--- src/rtl/bus_seq_master.sv ---
// Table-driven bus master: on a debounced trigger it walks ADDR_TABLE issuing writes, reads or
// write-then-verify transactions, with split support, a per-transaction timeout and pass/fail counters.
module bus_seq_master #(
    parameter int unsigned               NUM_ENTRIES  = 4,
    parameter logic [NUM_ENTRIES*16-1:0] ADDR_TABLE   = '0,
    parameter logic [7:0]                DATA_SEED    = 8'h7A,
    parameter int unsigned               DEBOUNCE_CYC = 50000,
    parameter int unsigned               TIMEOUT_CYC  = 2**20
) (
    input  logic        clk,
    input  logic        rst_n,
    input  logic        btn_trigger,
    input  logic [1:0]  mode,
    input  logic        m_grant,
    input  logic        m_ack,
    input  logic        m_split_ack,
    input  logic [7:0]  m_data_in,
    input  logic        m_data_in_valid,
    output logic        m_req,
    output logic [15:0] m_address_out,
    output logic        m_address_out_valid,
    output logic [7:0]  m_data_out,
    output logic        m_data_out_valid,
    output logic        m_rw,
    output logic        m_ready,
    output logic        busy,
    output logic        done,
    output logic [7:0]  last_rd_data,
    output logic [7:0]  pass_cnt,
    output logic [7:0]  fail_cnt,
    output logic        err_timeout
);

    localparam int unsigned IDX_W = (NUM_ENTRIES > 1) ? $clog2(NUM_ENTRIES) : 1;
    localparam int unsigned DEB_W = $clog2(DEBOUNCE_CYC + 1);
    localparam int unsigned TMO_W = $clog2(TIMEOUT_CYC + 1);
    localparam logic [IDX_W-1:0] LAST_IDX = IDX_W'(NUM_ENTRIES - 1);
    localparam logic [DEB_W-1:0] DEB_LAST = DEB_W'(DEBOUNCE_CYC - 1);
    localparam logic [TMO_W-1:0] TMO_LAST = TMO_W'(TIMEOUT_CYC - 1);

    typedef enum logic [3:0] {
        IDLE, REQ, ADDR, WDATA, WWAIT, RWAIT, CHECK, NEXT, DONE
    } state_t;

    function automatic logic [7:0] sat_inc(input logic [7:0] v);
        return (v == 8'hFF) ? v : v + 8'd1;
    endfunction

    // Trigger synchroniser, debouncer and rising-edge start pulse
    logic             sync1_q, sync2_q, deb_q, start_q;
    logic [DEB_W-1:0] deb_cnt_q;

    always_ff @(posedge clk or negedge rst_n) begin
        if (!rst_n) begin
            sync1_q   <= 1'b0;
            sync2_q   <= 1'b0;
            deb_q     <= 1'b0;
            start_q   <= 1'b0;
            deb_cnt_q <= '0;
        end else begin
            sync1_q <= btn_trigger;
            sync2_q <= sync1_q;
            start_q <= 1'b0;
            if (sync2_q == deb_q) begin
                deb_cnt_q <= '0;
            end else if (deb_cnt_q >= DEB_LAST) begin
                deb_q     <= sync2_q;
                deb_cnt_q <= '0;
                start_q   <= sync2_q;
            end else begin
                deb_cnt_q <= deb_cnt_q + DEB_W'(1);
            end
        end
    end

    state_t           state_q, state_d;
    logic [IDX_W-1:0] idx_q, idx_d;
    logic [1:0]       mode_q, mode_d;
    logic [TMO_W-1:0] tmo_q, tmo_d;
    logic             launch, tmo_hit;
    logic             req_d, addr_vld_d, data_vld_d, rw_d, ready_d, busy_d, done_d, err_d;
    logic [15:0]      addr_d;
    logic [7:0]       data_d, last_rd_d, pass_d, fail_d;

    // Next-state and next-output logic
    always_comb begin
        state_d    = state_q;
        idx_d      = idx_q;
        mode_d     = mode_q;
        tmo_d      = tmo_q;
        launch     = 1'b0;
        req_d      = m_req;
        addr_d     = m_address_out;
        addr_vld_d = 1'b0;
        data_d     = m_data_out;
        data_vld_d = 1'b0;
        rw_d       = m_rw;
        ready_d    = m_ready;
        done_d     = 1'b0;
        last_rd_d  = last_rd_data;
        pass_d     = pass_cnt;
        fail_d     = fail_cnt;
        err_d      = err_timeout;
        tmo_hit    = (tmo_q >= TMO_LAST);

        unique case (state_q)
            IDLE: begin
                if (start_q) begin
                    state_d = REQ;
                    mode_d  = mode;
                    idx_d   = '0;
                    err_d   = 1'b0;
                    launch  = 1'b1;
                end
            end
            REQ: begin
                req_d = 1'b1;
                if (m_req && m_grant) begin
                    state_d    = ADDR;
                    addr_vld_d = 1'b1;
                    tmo_d      = '0;
                end
            end
            ADDR: begin
                tmo_d = tmo_q + TMO_W'(1);
                if (m_rw) begin
                    state_d    = WDATA;
                    data_vld_d = 1'b1;
                end else begin
                    state_d = RWAIT;
                    ready_d = 1'b1;
                end
            end
            WDATA: begin
                tmo_d   = tmo_q + TMO_W'(1);
                state_d = WWAIT;
            end
            WWAIT: begin
                if (m_split_ack) req_d = 1'b0;
                if (m_ack) begin
                    req_d = 1'b0;
                    if (mode_q[1]) begin
                        // Verify modes re-arbitrate for the read-back of the same address
                        state_d = REQ;
                        rw_d    = 1'b0;
                    end else begin
                        state_d = CHECK;
                    end
                end else if (tmo_hit) begin
                    req_d   = 1'b0;
                    err_d   = 1'b1;
                    fail_d  = sat_inc(fail_cnt);
                    state_d = NEXT;
                end else begin
                    tmo_d = tmo_q + TMO_W'(1);
                end
            end
            RWAIT: begin
                if (m_split_ack) req_d = 1'b0;
                if (m_data_in_valid) begin
                    last_rd_d = m_data_in;
                    req_d     = 1'b0;
                    ready_d   = 1'b0;
                    state_d   = CHECK;
                end else if (tmo_hit) begin
                    req_d   = 1'b0;
                    ready_d = 1'b0;
                    err_d   = 1'b1;
                    fail_d  = sat_inc(fail_cnt);
                    state_d = NEXT;
                end else begin
                    tmo_d = tmo_q + TMO_W'(1);
                end
            end
            CHECK: begin
                state_d = NEXT;
                if (mode_q[1] && (last_rd_data != DATA_SEED + 8'(idx_q))) begin
                    fail_d = sat_inc(fail_cnt);
                end else begin
                    pass_d = sat_inc(pass_cnt);
                end
            end
            NEXT: begin
                if (idx_q == LAST_IDX) begin
                    state_d = DONE;
                    done_d  = 1'b1;
                end else begin
                    idx_d   = idx_q + IDX_W'(1);
                    state_d = REQ;
                    launch  = 1'b1;
                end
            end
            DONE: begin
                if (mode_q == 2'd3) begin
                    idx_d   = '0;
                    state_d = REQ;
                    launch  = 1'b1;
                end else begin
                    state_d = IDLE;
                end
            end
            default: state_d = IDLE;
        endcase

        // New entry: present address, write data and direction for the whole request
        if (launch) begin
            req_d  = 1'b1;
            addr_d = ADDR_TABLE[{idx_d, 4'b0000} +: 16];
            data_d = DATA_SEED + 8'(idx_d);
            rw_d   = (mode_d != 2'd1);
        end

        busy_d = (state_d != IDLE);
    end

    always_ff @(posedge clk or negedge rst_n) begin
        if (!rst_n) begin
            state_q             <= IDLE;
            idx_q               <= '0;
            mode_q              <= '0;
            tmo_q               <= '0;
            m_req               <= 1'b0;
            m_address_out       <= '0;
            m_address_out_valid <= 1'b0;
            m_data_out          <= '0;
            m_data_out_valid    <= 1'b0;
            m_rw                <= 1'b0;
            m_ready             <= 1'b0;
            busy                <= 1'b0;
            done                <= 1'b0;
            last_rd_data        <= '0;
            pass_cnt            <= '0;
            fail_cnt            <= '0;
            err_timeout         <= 1'b0;
        end else begin
            state_q             <= state_d;
            idx_q               <= idx_d;
            mode_q              <= mode_d;
            tmo_q               <= tmo_d;
            m_req               <= req_d;
            m_address_out       <= addr_d;
            m_address_out_valid <= addr_vld_d;
            m_data_out          <= data_d;
            m_data_out_valid    <= data_vld_d;
            m_rw                <= rw_d;
            m_ready             <= ready_d;
            busy                <= busy_d;
            done                <= done_d;
            last_rd_data        <= last_rd_d;
            pass_cnt            <= pass_d;
            fail_cnt            <= fail_d;
            err_timeout         <= err_d;
        end
    end

endmodule
--- config.mk ---
export PLATFORM = sky130hd
export DESIGN_NAME = bus_seq_master
export DESIGN_NICKNAME = d
export VERILOG_FILES = /design/src/rtl/bus_seq_master.sv
export SDC_FILE = /design/constraint.sdc
export NUM_CORES = 1
export LEC_CHECK = 0
export CELL_PAD_IN_SITES_DETAIL_PLACEMENT = 1
export CELL_PAD_IN_SITES_GLOBAL_PLACEMENT = 1
export CORE_MARGIN = 1
export CORE_UTILIZATION = 44
export DETAILED_ROUTE_END_ITERATION = 10
export PLACE_DENSITY = 0.95
export SETUP_SLACK_MARGIN = 0.4
export SLEW_MARGIN = 20
export SYNTH_ARGS = -nofsm -noshare
export SYNTH_HDL_FRONTEND = slang
export SYNTH_SLANG_ARGS = --single-unit
--- constraint.sdc ---
create_clock -name clk -period 6.4 [get_ports clk]
set_input_delay 1.28 -clock clk [delete_from_list [all_inputs] [get_ports clk]]
set_output_delay 1.28 -clock clk [all_outputs]
set_load 0.02 [all_outputs]
==> results of run 1 <==
==> worst max-delay path by stage <==
stage | cells past startpoint | to | slack (ns)
detailed placement | 7 | tmo_q[17] | 2.32
CTS | 7 | tmo_q[17] | 2.71
global route | 7 | tmo_q[17] | 2.49
floorplan | 7 | tmo_q[8] | 3.53
finish | 7 | tmo_q[17] | 2.68
global placement | 7 | tmo_q[19] | 2.48
==> synthesized netlist by cell type (all sizes together) (4+ instances only) <==
| cell | count |
|---|---|
| nand3 | 28 |
| nand4 | 15 |
| nor2b | 6 |
| nor2 | 45 |
| dfrtp | 85 |
| nand2 | 29 |
| and4 | 4 |
| inv | 9 |
| buf | 22 |
| ha | 4 |
| nand2b | 6 |
| xnor2 | 19 |
| nor4 | 5 |
| a31oi | 5 |
| mux2 | 16 |
| nor3 | 5 |
| xor2 | 21 |
| a21oi | 16 |
| o21ai | 17 |
| or3 | 7 |
| clkbuf | 9 |
| and3 | 10 |
==> worst reg2reg max path, cell delays in order (launching register included) <==
cell and delay [ns]:
sky130_fd_sc_hd__dfrtp_1 0.65, sky130_fd_sc_hd__mux2_4 0.38, sky130_fd_sc_hd__o22a_4 0.25, sky130_fd_sc_hd__a311oi_2 0.80, sky130_fd_sc_hd__nand4_1 0.33, sky130_fd_sc_hd__or3_1 0.40, sky130_fd_sc_hd__a21oi_1 0.16
==> layer usage <==
layer | vias up | GRT usage
li1 | 1536 | -
met1 | 1695 | 0.265
met2 | 74 | 0.387
met3 | 12 | 0.0571
met4 | 0 | 0.0569
met5 | - | 0
==> stage by stage <==
step / area (um^2) / setup slack, ns / instances / util
2_1_floorplan: 4320 / 3.53 / 433 / -
5_1_grt: 5040 / 2.49 / 602 / 0.540
4_1_cts: 5030 / 2.71 / 602 / 0.540
3_5_place_dp: 4850 / 2.32 / 588 / 0.520
6_report: 5040 / 2.68 / 602 / 0.540
3_3_place_gp: 4850 / 2.48 / 588 / 0.520
==> report_power, final <==
group          switching [uW]  total, uW  internal [uW]
sequential                118        743            625
combinational             299        549            250
clock                     198        376            178
==> flip-flops by register name, indices dropped and copies added (netlist names), 2 cells and up <==
register,count
fail_cnt,8
state_q,4
pass_cnt,8
m_data_out,4
mode_q,2
tmo_q,21
deb_cnt_q,16
idx_q,2
last_rd_data,8
==> cells by family (layout without fill, tap and decap cells) <==
family          after synthesis  after routing  synth area share
xor+xnor                     40             40            0.0822
buf+inv                      40             80            0.0555
fa+ha+maj                     4              4            0.0117
mux                          16             16            0.0432
compound gates               58             58            0.0893
other cells                   1             17          0.000880
simple gates                173            173             0.218
flops                        85             85             0.499
==> layout make-up <==
| cell class | instances | area (um^2) | area share |
|---|---|---|---|
| Sequential cell | 85 | 2130 | 0.422 |
| Tap cell | 129 | 161 | 0.0320 |
| Clock inverter | 5 | 62.6 | 0.0124 |
| Timing Repair Buffer | 57 | 567 | 0.112 |
| Inverter | 9 | 33.8 | 0.00670 |
| Multi-Input combinational cell | 308 | 1960 | 0.390 |
| Clock buffer | 9 | 124 | 0.0246 |
==> impl_table.tex, run 1 <==
\begin{tabular}{lr}
\hline
Metric & Value \\
\hline
\multicolumn{2}{l}{\textbf{CTS}} \\
H-Tree Level Count & 3 \\
Number of hold-repair buffers added at the cts stage & 0 \\
Clock insertion delay at the later pin of the skew report & 0.37 ns \\
Num Clock Sinks & 85 \\
Post-CTS setup-driven buffer insertion count & 0 \\
Count of instances resized after the clock tree is built & 0 \\
CTS tree & done \\
Clock transition at the registers of the reported paths & 0.09 ns \\
Clock buffer depth & 2 \\
Root buffer cell & sky130\_fd\_sc\_hd\_\_clkbuf\_8 \\
TritonCTS buffer count & 9 \\
\multicolumn{2}{l}{\textbf{Routing}} \\
Routed metal-1 wirelength & 4.41 mm \\
Met2 Wirelength & 5.35 mm \\
Overall routed net length & 10.3 mm \\
Remaining design rule violation count & 0 \\
Top routing layer in use & met4 \\
WL/cell & 17.1 um \\
Vias & 3317 \\
Vias per cell & 5.51 \\
Detailed-routing iteration count for the pre-antenna-repair pass & 4 \\
Initial DRC Count & 137 \\
Met3 WL & 437 um \\
Antenna Nets Post-Route & 0 \\
\multicolumn{2}{l}{\textbf{Worst hold path}} \\
Hold-critical path endpoint & sync2\_q \\
Worst Min Path Start & sync1\_q \\
Min-Delay Path Depth & 0 \\
Worst hold-check path type & reg -> reg \\
\multicolumn{2}{l}{\textbf{Placement}} \\
Detailed Place HPWL & 7.37 mm \\
IO Port Bufs & 55 \\
Final estimated routing congestion in global placement & 0.839 \\
\multicolumn{2}{l}{\textbf{STA}} \\
Tightest hold margin & 0.361 ns \\
Final setup TNS & 0 ns \\
Unrepaired setup endpoints after global routing & no \\
Final count of pins violating max slew & 0 \\
Final Hold Fails & 0 \\
Fmax & 269 MHz \\
Crit share post-route & 0.582 \\
Slew at the pin with the worst max-slew slack & 0.924 ns \\
Final period demand of the worst path & 3.72 ns \\
Relative slew slack & 0.384 \\
Number of setup violations in the final report & 0 \\
Clock tree skew after final layout & 0.0160 ns \\
\multicolumn{2}{l}{\textbf{Setup path}} \\
Crit path launch & m\_data\_in\_valid \\
Worst endpoint data arrival time & 4.01 ns \\
Reg-to-reg startpoint & state\_q[0] \\
Reg-to-reg critical path endpoint & tmo\_q[17] \\
List of cells traversed by the critical path & clkdlybuf4s50\_1, mux2\_4, o22a\_4, a311oi\_2, nand4\_1, or3\_1, a21oi\_1 \\
Worst-path cell with the longest stage delay & sky130\_fd\_sc\_hd\_\_a311oi\_2 \\
Nature of the critical path endpoint & register \\
Crit-path leading delay family & compound AO/OA/AOI/OAI gates \\
Delay of the slowest cell on the worst path & 0.80 ns \\
Largest fanout of any net on the critical path & 11 \\
Logic depth of the worst register-to-register path & 6 \\
Buf/Inv on CP & 1 \\
Crit Path Class & in -> reg \\
Worst-case register-to-register setup slack & 3.36 ns \\
Required arrival time at the worst endpoint & 6.68 ns \\
Kind of launch point of the worst setup path & input pin \\
\multicolumn{2}{l}{\textbf{Finish}} \\
Net count, final & 491 \\
Number of fillers in the final layout & 1049 \\
Share of cells above drive strength 1 & 0.0888 \\
Layout Area Growth over Synthesis & 18.3\% \\
Most common cell after layout, fill and taps aside & sky130\_fd\_sc\_hd\_\_dfrtp\_1 \\
Most frequent cells in the layout & 85 x sky130\_fd\_sc\_hd\_\_dfrtp\_1, 54 x sky130\_fd\_sc\_hd\_\_clkdlybuf4s50\_1, 45 x sky130\_fd\_sc\_hd\_\_nor2\_1 \\
Number of inserted diodes & 0 \\
\multicolumn{2}{l}{\textbf{Floorplanning}} \\
Total Die Area & 0.0101 mm\^{}2 \\
Core Box Area & 0.00933 mm\^{}2 \\
Die Width & 100 um \\
Initial core utilization & 0.457 \\
Std cell rows & 35 \\
Height of the chip & 100 um \\
\# IOs & 73 \\
\multicolumn{2}{l}{\textbf{Synthesis}} \\
Synthesized cell area & 0.00426 mm\^{}2 \\
\#FFs+latches synth & 85 \\
Number of warnings issued by yosys & 0 \\
Synthesized instance count & 417 \\
Main flop type after synthesis & sky130\_fd\_sc\_hd\_\_dfrtp\_1 \\
Post-synthesis sequential area ratio & 0.499 \\
Cell types occupying the most area after synthesis & sky130\_fd\_sc\_hd\_\_dfrtp\_1 50\%, sky130\_fd\_sc\_hd\_\_xor2\_1 4.3\%, sky130\_fd\_sc\_hd\_\_nor2\_1 4.0\% \\
Largest area contributor in the synthesized netlist & sky130\_fd\_sc\_hd\_\_dfrtp\_1 \\
Number of flops mapped to enable cells by yosys & 0 \\
Mean instance size in the synthesized netlist & 10.2 um\^{}2 \\
Yosys cell types & 56 \\
FFs w/ async S/R, synth & 1.00 \\
Area share of the leading cell type in the synthesized netlist & 0.499 \\
\multicolumn{2}{l}{\textbf{Pwr}} \\
Worst supply voltage drop on vdd & 0.251 mV \\
PD cells & 331 mW/mm\^{}2 \\
Total power & 1670 uW \\
Leak & 0.00214 uW \\
\multicolumn{2}{l}{\textbf{Flow run}} \\
Max Cap Violations & 0 \\
\multicolumn{2}{l}{\textbf{Outcome}} \\
Result of the run & complete, no violations \\
\multicolumn{2}{l}{\textbf{Global route}} \\
Global-route usage over all layers & 0.219 \\
Number of global-route vias before repair & 3478 \\
Antenna violations before repair & 0 \\
Largest net degree at the start of global routing & 86 \\
First-pass GRT wire length & 17.3 mm \\
GRT Residual Overflow & 0 \\
\hline
\end{tabular}
Note: power is estimated with default switching activity, not from simulation.
==> run 2, diff against run 1 <==
--- a/config.mk
+++ b/config.mk
@@ -8,9 +8,9 @@
 export CELL_PAD_IN_SITES_DETAIL_PLACEMENT = 1
 export CELL_PAD_IN_SITES_GLOBAL_PLACEMENT = 1
 export CORE_MARGIN = 1
-export CORE_UTILIZATION = 44
+export CORE_UTILIZATION = 41
 export DETAILED_ROUTE_END_ITERATION = 10
-export PLACE_DENSITY = 0.95
+export PLACE_DENSITY = 0.92
 export SETUP_SLACK_MARGIN = 0.4
 export SLEW_MARGIN = 20
 export SYNTH_ARGS = -nofsm -noshare
==> constraint.sdc (replaced) <==
create_clock -name clk -period 3.9 [get_ports clk]
set_input_delay 0.78 -clock clk [delete_from_list [all_inputs] [get_ports clk]]
set_output_delay 0.78 -clock clk [all_outputs]
set_load 0.02 [all_outputs]
==> run 2 against run 1 <==
Against the previous run: setup slack worse by 1.5 ns; clock skew shrank 0.0012 ns; flip-flop and latch count is the same; register-to-register slack worse by 2.0 ns; hold slack improved by 0.012 ns; clock power grew 82%; clock-buffer cell count is 3 higher; first-iteration DRC count down 14%; critical path type unchanged; largest power group unchanged.
==> impl_table.tex, run 2 (synthesized netlist as in run 1, its figures left out) <==
\begin{tabular}{lr}
\hline
Metric & Value \\
\hline
\multicolumn{2}{l}{\textbf{Flow run}} \\
Max Cap Violations & 0 (unchanged) \\
\multicolumn{2}{l}{\textbf{Floorplanning}} \\
Height of the chip & 104 um (was 100 um) \\
Std cell rows & 36 (was 35) \\
Initial core utilization & 0.430 (was 0.457) \\
\# IOs & 73 (unchanged) \\
Core Box Area & 0.00991 mm\^{}2 (was 0.00933 mm\^{}2) \\
Total Die Area & 0.0108 mm\^{}2 (was 0.0101 mm\^{}2) \\
Die Width & 104 um (was 100 um) \\
\multicolumn{2}{l}{\textbf{Setup path}} \\
Nature of the critical path endpoint & register (unchanged) \\
Delay of the slowest cell on the worst path & 0.47 ns (was 0.80 ns) \\
Worst-case register-to-register setup slack & 1.34 ns (was 3.36 ns) \\
Kind of launch point of the worst setup path & input pin (unchanged) \\
Required arrival time at the worst endpoint & 4.18 ns (was 6.68 ns) \\
Logic depth of the worst register-to-register path & 7 (was 6) \\
Crit-path leading delay family & buffers and inverters (was compound AO/OA/AOI/OAI gates) \\
Reg-to-reg critical path endpoint & tmo\_q[19] (was tmo\_q[17]) \\
Buf/Inv on CP & 2 (was 1) \\
Worst endpoint data arrival time & 3.03 ns (was 4.01 ns) \\
Largest fanout of any net on the critical path & 11 (unchanged) \\
Crit Path Class & in -> reg (unchanged) \\
List of cells traversed by the critical path & clkdlybuf4s50\_1, mux2\_4, o22a\_4, a311oi\_2, buf\_4, nand4\_1, or3\_1, a21oi\_1 (was clkdlybuf4s50\_1, mux2\_4, o22a\_4, a311oi\_2, nand4\_1, or3\_1, a21oi\_1) \\
Worst-path cell with the longest stage delay & sky130\_fd\_sc\_hd\_\_clkdlybuf4s50\_1 (was sky130\_fd\_sc\_hd\_\_a311oi\_2) \\
Reg-to-reg startpoint & state\_q[0] (unchanged) \\
\multicolumn{2}{l}{\textbf{Global route}} \\
Largest net degree at the start of global routing & 72 (was 86) \\
Global-route usage over all layers & 0.196 (was 0.219) \\
Antenna violations before repair & 0 (unchanged) \\
GRT Residual Overflow & 0 (unchanged) \\
Number of global-route vias before repair & 3488 (was 3478) \\
First-pass GRT wire length & 17.1 mm (was 17.3 mm) \\
\multicolumn{2}{l}{\textbf{CTS}} \\
Clock transition at the registers of the reported paths & 0.09 ns (about the same) \\
Clock insertion delay at the later pin of the skew report & 0.35 ns (was 0.37 ns) \\
Num Clock Sinks & 85 (unchanged) \\
Root buffer cell & sky130\_fd\_sc\_hd\_\_clkbuf\_8 (unchanged) \\
Clock buffer depth & 2 (unchanged) \\
CTS tree & done (unchanged) \\
Post-CTS setup-driven buffer insertion count & 0 (unchanged) \\
Number of hold-repair buffers added at the cts stage & 0 (unchanged) \\
H-Tree Level Count & 3 (unchanged) \\
TritonCTS buffer count & 9 (unchanged) \\
Count of instances resized after the clock tree is built & 0 (unchanged) \\
\multicolumn{2}{l}{\textbf{Pwr}} \\
PD cells & 555 mW/mm\^{}2 (was 331 mW/mm\^{}2) \\
Switch share & 0.353 (was 0.369) \\
Proportion of power drawn by combinational gates & 0.324 (was 0.329) \\
Worst supply voltage drop on vdd & 0.291 mV (was 0.251 mV) \\
Portion of total power attributed to sequential cells & 0.433 (was 0.445) \\
Switching power total & 995 uW (was 615 uW) \\
Internal power contribution & 1830 uW (was 1050 uW) \\
Leak & 0.00216 uW (was 0.00214 uW) \\
Power share of the clock group & 0.243 (was 0.226) \\
\multicolumn{2}{l}{\textbf{Routing}} \\
Remaining design rule violation count & 0 (unchanged) \\
Vias per cell & 5.35 (was 5.51) \\
Vias & 3260 (was 3317) \\
Detailed-routing iteration count for the pre-antenna-repair pass & 4 (unchanged) \\
Initial DRC Count & 118 (was 137) \\
Overall routed net length & 10.1 mm (was 10.3 mm) \\
WL/cell & 16.6 um (was 17.1 um) \\
Antenna Nets Post-Route & 0 (unchanged) \\
\multicolumn{2}{l}{\textbf{Finish}} \\
Most frequent cells in the layout & 85 x sky130\_fd\_sc\_hd\_\_dfrtp\_1, 54 x sky130\_fd\_sc\_hd\_\_clkdlybuf4s50\_1, 45 x sky130\_fd\_sc\_hd\_\_nor2\_1 (unchanged) \\
Largest registers in the final layout & tmo\_q (21), deb\_cnt\_q (16) (unchanged) \\
Share of cells above drive strength 1 & 0.0903 (was 0.0888) \\
Flip-flop count of the largest register after layout & 21 (unchanged) \\
Most common cell after layout, fill and taps aside & sky130\_fd\_sc\_hd\_\_dfrtp\_1 (unchanged) \\
Net count, final & 493 (was 491) \\
Number of inserted diodes & 0 (unchanged) \\
Layout Area Growth over Synthesis & 19.3\% (was 18.3\%) \\
Number of standard cells in the final layout excluding fillers & 609 (was 602) \\
Register with the most flip-flops & tmo\_q (unchanged) \\
\multicolumn{2}{l}{\textbf{STA}} \\
Tightest hold margin & 0.373 ns (was 0.361 ns) \\
Clock tree skew after final layout & 0.0148 ns (was 0.0160 ns) \\
Fmax & 363 MHz \\
Slew at the pin with the worst max-slew slack & 0.885 ns (was 0.924 ns) \\
Unrepaired setup endpoints after global routing & no (unchanged) \\
Final period demand of the worst path & 2.76 ns \\
Final count of pins violating max slew & 0 (unchanged) \\
Final setup TNS & 0 ns (unchanged) \\
Relative slew slack & 0.410 (was 0.384) \\
Number of setup violations in the final report & 0 (unchanged) \\
Fin worst setup slack & 1.14 ns (was 2.68 ns) \\
Crit share post-route & 0.707 \\
Final Hold Fails & 0 (unchanged) \\
\multicolumn{2}{l}{\textbf{Placement}} \\
Post-place setup slack & 0.781 ns (was 2.32 ns) \\
Detailed Place HPWL & 7.33 mm (was 7.37 mm) \\
Final estimated routing congestion in global placement & 0.812 (was 0.839) \\
IO Port Bufs & 55 (unchanged) \\
Number of instances in the placed design & 594 (was 588) \\
\multicolumn{2}{l}{\textbf{Worst hold path}} \\
Hold-critical path endpoint & sync2\_q (unchanged) \\
Min-Delay Path Depth & 0 (unchanged) \\
Worst hold-check path type & reg -> reg (unchanged) \\
Worst Min Path Start & sync1\_q (unchanged) \\
\multicolumn{2}{l}{\textbf{Outcome}} \\
Result of the run & complete, no violations (unchanged) \\
\hline
\end{tabular}
==> run 2: cell types whose count changed in the layout (fill, tap and decap cells not counted) <==
| cell | change |
|---|---|
| sky130_fd_sc_hd__buf_4 | +3 |
| sky130_fd_sc_hd__clkbuf_1 | +2 |
| sky130_fd_sc_hd__clkinvlp_4 | -2 |
| sky130_fd_sc_hd__buf_6 | -1 |
| sky130_fd_sc_hd__bufinv_16 | +1 |
| sky130_fd_sc_hd__clkbuf_8 | +1 |
| sky130_fd_sc_hd__clkinv_4 | -1 |
==> run 2: worst max-delay path by stage <==
stage                    start        end  slack (ns)  depth (start not counted)
2_1_floorplan            m_ack   tmo_q[8]        1.53                          7
3_3_place_gp   m_data_in_valid  tmo_q[19]        0.93                          8
3_5_place_dp   m_data_in_valid  tmo_q[19]        0.78                          8
4_1_cts        m_data_in_valid  tmo_q[19]        1.16                          8
5_1_grt        m_data_in_valid  tmo_q[19]        1.02                          8
6_report       m_data_in_valid  tmo_q[19]        1.14                          8
==> run 2: metal layers <==
layer | up-vias | track usage | routed length (um)
met3 | 19 | 0.0457 | 326
met2 | 72 | 0.355 | 5450
li1 | 1532 | - | -
met5 | - | 0 | 0
met4 | 0 | 0.0510 | 158
met1 | 1637 | 0.234 | 4150
==> run 2: area by class of cell <==
cell class | instances | area [um^2]
clock inverter | 3 | 68.8
timing repair buffer | 59 | 578
clock buffer | 12 | 145
tap | 133 | 166
sequential | 85 | 2130
fill | 1118 | 4830
inverter | 9 | 33.8
multi-input combinational | 308 | 1960
==> run 2: metrics by stage <==
step / cell area, um^2 / util / total power, uW
6_report: 5080 / 0.513 / 2820
2_1_floorplan: 4320 / - / 1770
4_1_cts: 5080 / 0.513 / 2850
3_3_place_gp: 4870 / 0.491 / 2090
3_5_place_dp: 4870 / 0.491 / 2140
5_1_grt: 5080 / 0.513 / 2980
==> run 2: power groups by stage <==
stage | clock network, uW | registers, uW | logic (uW)
after global placement | 0 | 1220 | 872
final | 685 | 1220 | 914
after floorplan | 0 | 1280 | 485
after CTS | 703 | 1220 | 924
after detailed placement | 0 | 1230 | 909
after global routing | 733 | 1250 | 995
==> run 3, diff against run 2 <==
==> constraint.sdc (replaced) <==
create_clock -name clk -period 2.74 [get_ports clk]
set_input_delay 0.548 -clock clk [delete_from_list [all_inputs] [get_ports clk]]
set_output_delay 0.548 -clock clk [all_outputs]
set_load 0.02 [all_outputs]
==> run 3 against run 2 <==
Against the previous run: register-to-register slack got worse by 0.92 ns; cell area up 4.8%; first-iteration DRC count is 15% higher; setup slack got worse by 0.72 ns; final cell count increased by 3.6%; wire length increased by 19%; flip-flop and latch count unchanged; via count rose by 7.9%; sequential share of layout area fell by 1.8 points; die area did not move; critical path type is now reg -> reg.
==> impl_table.tex, run 3 (synthesized netlist as in run 1, its figures left out) <==
\begin{tabular}{lr}
\hline
Metric & Value \\
\hline
\multicolumn{2}{l}{\textbf{Floorplanning}} \\
Die Width & 104 um (unchanged) \\
Core Box Area & 0.00991 mm\^{}2 (unchanged) \\
Height of the chip & 104 um (unchanged) \\
Std cell rows & 36 (unchanged) \\
Initial core utilization & 0.430 (unchanged) \\
\# IOs & 73 (unchanged) \\
Total Die Area & 0.0108 mm\^{}2 (unchanged) \\
\multicolumn{2}{l}{\textbf{Setup path}} \\
Delay of the slowest cell on the worst path & 0.55 ns (was 0.47 ns) \\
Worst endpoint data arrival time & 2.54 ns (was 3.03 ns) \\
Reg-to-reg startpoint & state\_q[3] (was state\_q[0]) \\
Capture point of the critical path & busy (was tmo\_q[19]) \\
Reg-to-reg critical path endpoint & busy (was tmo\_q[19]) \\
Logic depth of the worst register-to-register path & 7 (unchanged) \\
Worst-path cell with the longest stage delay & sky130\_fd\_sc\_hd\_\_or4\_1 (was sky130\_fd\_sc\_hd\_\_clkdlybuf4s50\_1) \\
Crit Path Class & reg -> reg (was in -> reg) \\
List of cells traversed by the critical path & buf\_4, nand2b\_1, nor2\_2, a311o\_1, a21boi\_2, o211ai\_1, or4\_1 (was clkdlybuf4s50\_1, mux2\_4, o22a\_4, a311oi\_2, buf\_4, nand4\_1, or3\_1, a21oi\_1) \\
Largest fanout of any net on the critical path & 12 (was 11) \\
Crit path launch & state\_q[3] (was m\_data\_in\_valid) \\
Kind of launch point of the worst setup path & register (was input pin) \\
Worst-case register-to-register setup slack & 0.42 ns (was 1.34 ns) \\
Required arrival time at the worst endpoint & 2.97 ns (was 4.18 ns) \\
Nature of the critical path endpoint & register (unchanged) \\
\multicolumn{2}{l}{\textbf{Routing}} \\
Detailed-routing iteration count for the pre-antenna-repair pass & 4 (unchanged) \\
Remaining design rule violation count & 0 (unchanged) \\
Vias & 3516 (was 3260) \\
Antenna Nets Post-Route & 0 (unchanged) \\
Initial DRC Count & 136 (was 118) \\
WL/cell & 19.0 um (was 16.6 um) \\
Overall routed net length & 12.0 mm (was 10.1 mm) \\
Vias per cell & 5.57 (was 5.35) \\
\multicolumn{2}{l}{\textbf{Pwr}} \\
Total power & 4200 uW (was 2820 uW) \\
Worst supply voltage drop on vdd & 0.530 mV (was 0.291 mV) \\
PD cells & 788 mW/mm\^{}2 (was 555 mW/mm\^{}2) \\
Leak & 0.00229 uW (was 0.00216 uW) \\
\multicolumn{2}{l}{\textbf{Finish}} \\
Net count, final & 514 (was 493) \\
Most common cell after layout, fill and taps aside & sky130\_fd\_sc\_hd\_\_dfrtp\_1 (unchanged) \\
Number of standard cells in the final layout excluding fillers & 631 (was 609) \\
Flip-flop count of the largest register after layout & 21 (unchanged) \\
Largest registers in the final layout & tmo\_q (21), deb\_cnt\_q (16) (unchanged) \\
Final design instance area without fill & 0.00533 mm\^{}2 (was 0.00508 mm\^{}2) \\
Share of cells above drive strength 1 & 0.165 (was 0.0903) \\
Register with the most flip-flops & tmo\_q (unchanged) \\
Most frequent cells in the layout & 81 x sky130\_fd\_sc\_hd\_\_dfrtp\_1, 54 x sky130\_fd\_sc\_hd\_\_clkdlybuf4s50\_1, 43 x sky130\_fd\_sc\_hd\_\_nor2\_1 (was 85 x sky130\_fd\_sc\_hd\_\_dfrtp\_1, 54 x sky130\_fd\_sc\_hd\_\_clkdlybuf4s50\_1, 45 x sky130\_fd\_sc\_hd\_\_nor2\_1) \\
Layout Area Growth over Synthesis & 25.0\% (was 19.3\%) \\
Number of inserted diodes & 0 (unchanged) \\
\multicolumn{2}{l}{\textbf{STA}} \\
Crit share post-route & 0.845 \\
Fmax & 432 MHz \\
Clock tree skew after final layout & 0.0171 ns (was 0.0148 ns) \\
Final count of pins violating max slew & 0 (unchanged) \\
Final setup TNS & 0 ns (unchanged) \\
Final Hold Fails & 0 (unchanged) \\
Final period demand of the worst path & 2.32 ns \\
Slew at the pin with the worst max-slew slack & 0.654 ns (was 0.885 ns) \\
Relative slew slack & 0.564 (was 0.410) \\
Tightest hold margin & 0.204 ns (was 0.373 ns) \\
Unrepaired setup endpoints after global routing & yes (was no) \\
Number of setup violations in the final report & 0 (unchanged) \\
\multicolumn{2}{l}{\textbf{CTS}} \\
Clock insertion delay at the later pin of the skew report & 0.38 ns (was 0.35 ns) \\
Number of hold-repair buffers added at the cts stage & 0 (unchanged) \\
Clock buffer depth & 2 (unchanged) \\
Root buffer cell & sky130\_fd\_sc\_hd\_\_clkbuf\_8 (unchanged) \\
CTS tree & done (unchanged) \\
Clock transition at the registers of the reported paths & 0.09 ns (about the same) \\
Num Clock Sinks & 85 (unchanged) \\
TritonCTS buffer count & 9 (unchanged) \\
H-Tree Level Count & 3 (unchanged) \\
\multicolumn{2}{l}{\textbf{Placement}} \\
Placed instance area & 0.00497 mm\^{}2 (was 0.00487 mm\^{}2) \\
Final estimated routing congestion in global placement & 0.807 (was 0.812) \\
IO Port Bufs & 55 (unchanged) \\
Number of instances in the placed design & 606 (was 594) \\
Detailed Place HPWL & 7.97 mm (was 7.33 mm) \\
\multicolumn{2}{l}{\textbf{Global route}} \\
First-pass GRT wire length & 19.3 mm (was 17.1 mm) \\
Largest net degree at the start of global routing & 51 (was 72) \\
Number of global-route vias before repair & 3745 (was 3488) \\
GRT Residual Overflow & 0 (unchanged) \\
Antenna violations before repair & 0 (unchanged) \\
Global-route usage over all layers & 0.228 (was 0.196) \\
\multicolumn{2}{l}{\textbf{Outcome}} \\
Result of the run & complete, no violations (unchanged) \\
\multicolumn{2}{l}{\textbf{Flow run}} \\
Max Cap Violations & 0 (unchanged) \\
\multicolumn{2}{l}{\textbf{Worst hold path}} \\
Worst hold-check path type & in -> async (was reg -> reg) \\
\hline
\end{tabular}
run 3: critical path: cells and delay by family, from the launching register on:
kind,cells,cell delay (ns)
AOI/OAI and AO/OA,3,0.51
DFF,1,0.51
buffers and inverters,1,0.17
and+or+nand+nor,3,0.98
run 3: cell type report:
class / count / area, um^2
inverter: 9 / 33.8
clock buffer: 10 / 138
multi-input combinational: 308 / 2030
sequential: 85 / 2130
clock inverter: 6 / 70.1
timing repair buffer: 80 / 752
fill: 1120 / 4580
tap: 133 / 166
run 3: where the power goes:
group	internal [uW]	switching [uW]
sequential	1460	258
clock	454	493
combinational	695	831
total	2610	1580
run 3: stage by stage:
step	worst slack, ns	utilization
finish	0.424	0.538
global route	0.332	0.538
CTS	0.386	0.527
detailed placement	-0.0332	0.502
global placement	0.0551	0.502
floorplan	0.604	-
run 3: what timing repair did:
item | 4_1_cts | 5_1_grt
setup buffers | 2 | 7
endpoints found under the setup margin | 15 | 35
gates resized for setup | 6 | 13
pin swaps | 1 | 3
run 3: worst min path at each step:
stage                     slack (ns)                  end
after CTS                       0.22      last_rd_data[0]
final                           0.20  m_address_out_valid
after floorplan                 0.25                 busy
after global routing            0.25  m_address_out_valid
after detailed placement        0.35              sync2_q
after global placement          0.34              sync2_q
run 3: layer usage:
| metal | part of all wire | GRT usage | wire [um] |
|---|---|---|---|
| met1 | 0.39 | 0.259 | 4690 |
| met2 | 0.54 | 0.413 | 6480 |
| met3 | 0.042 | 0.0476 | 499 |
| met4 | 0.027 | 0.0969 | 328 |
| met5 | 0 | 0 | 0 |
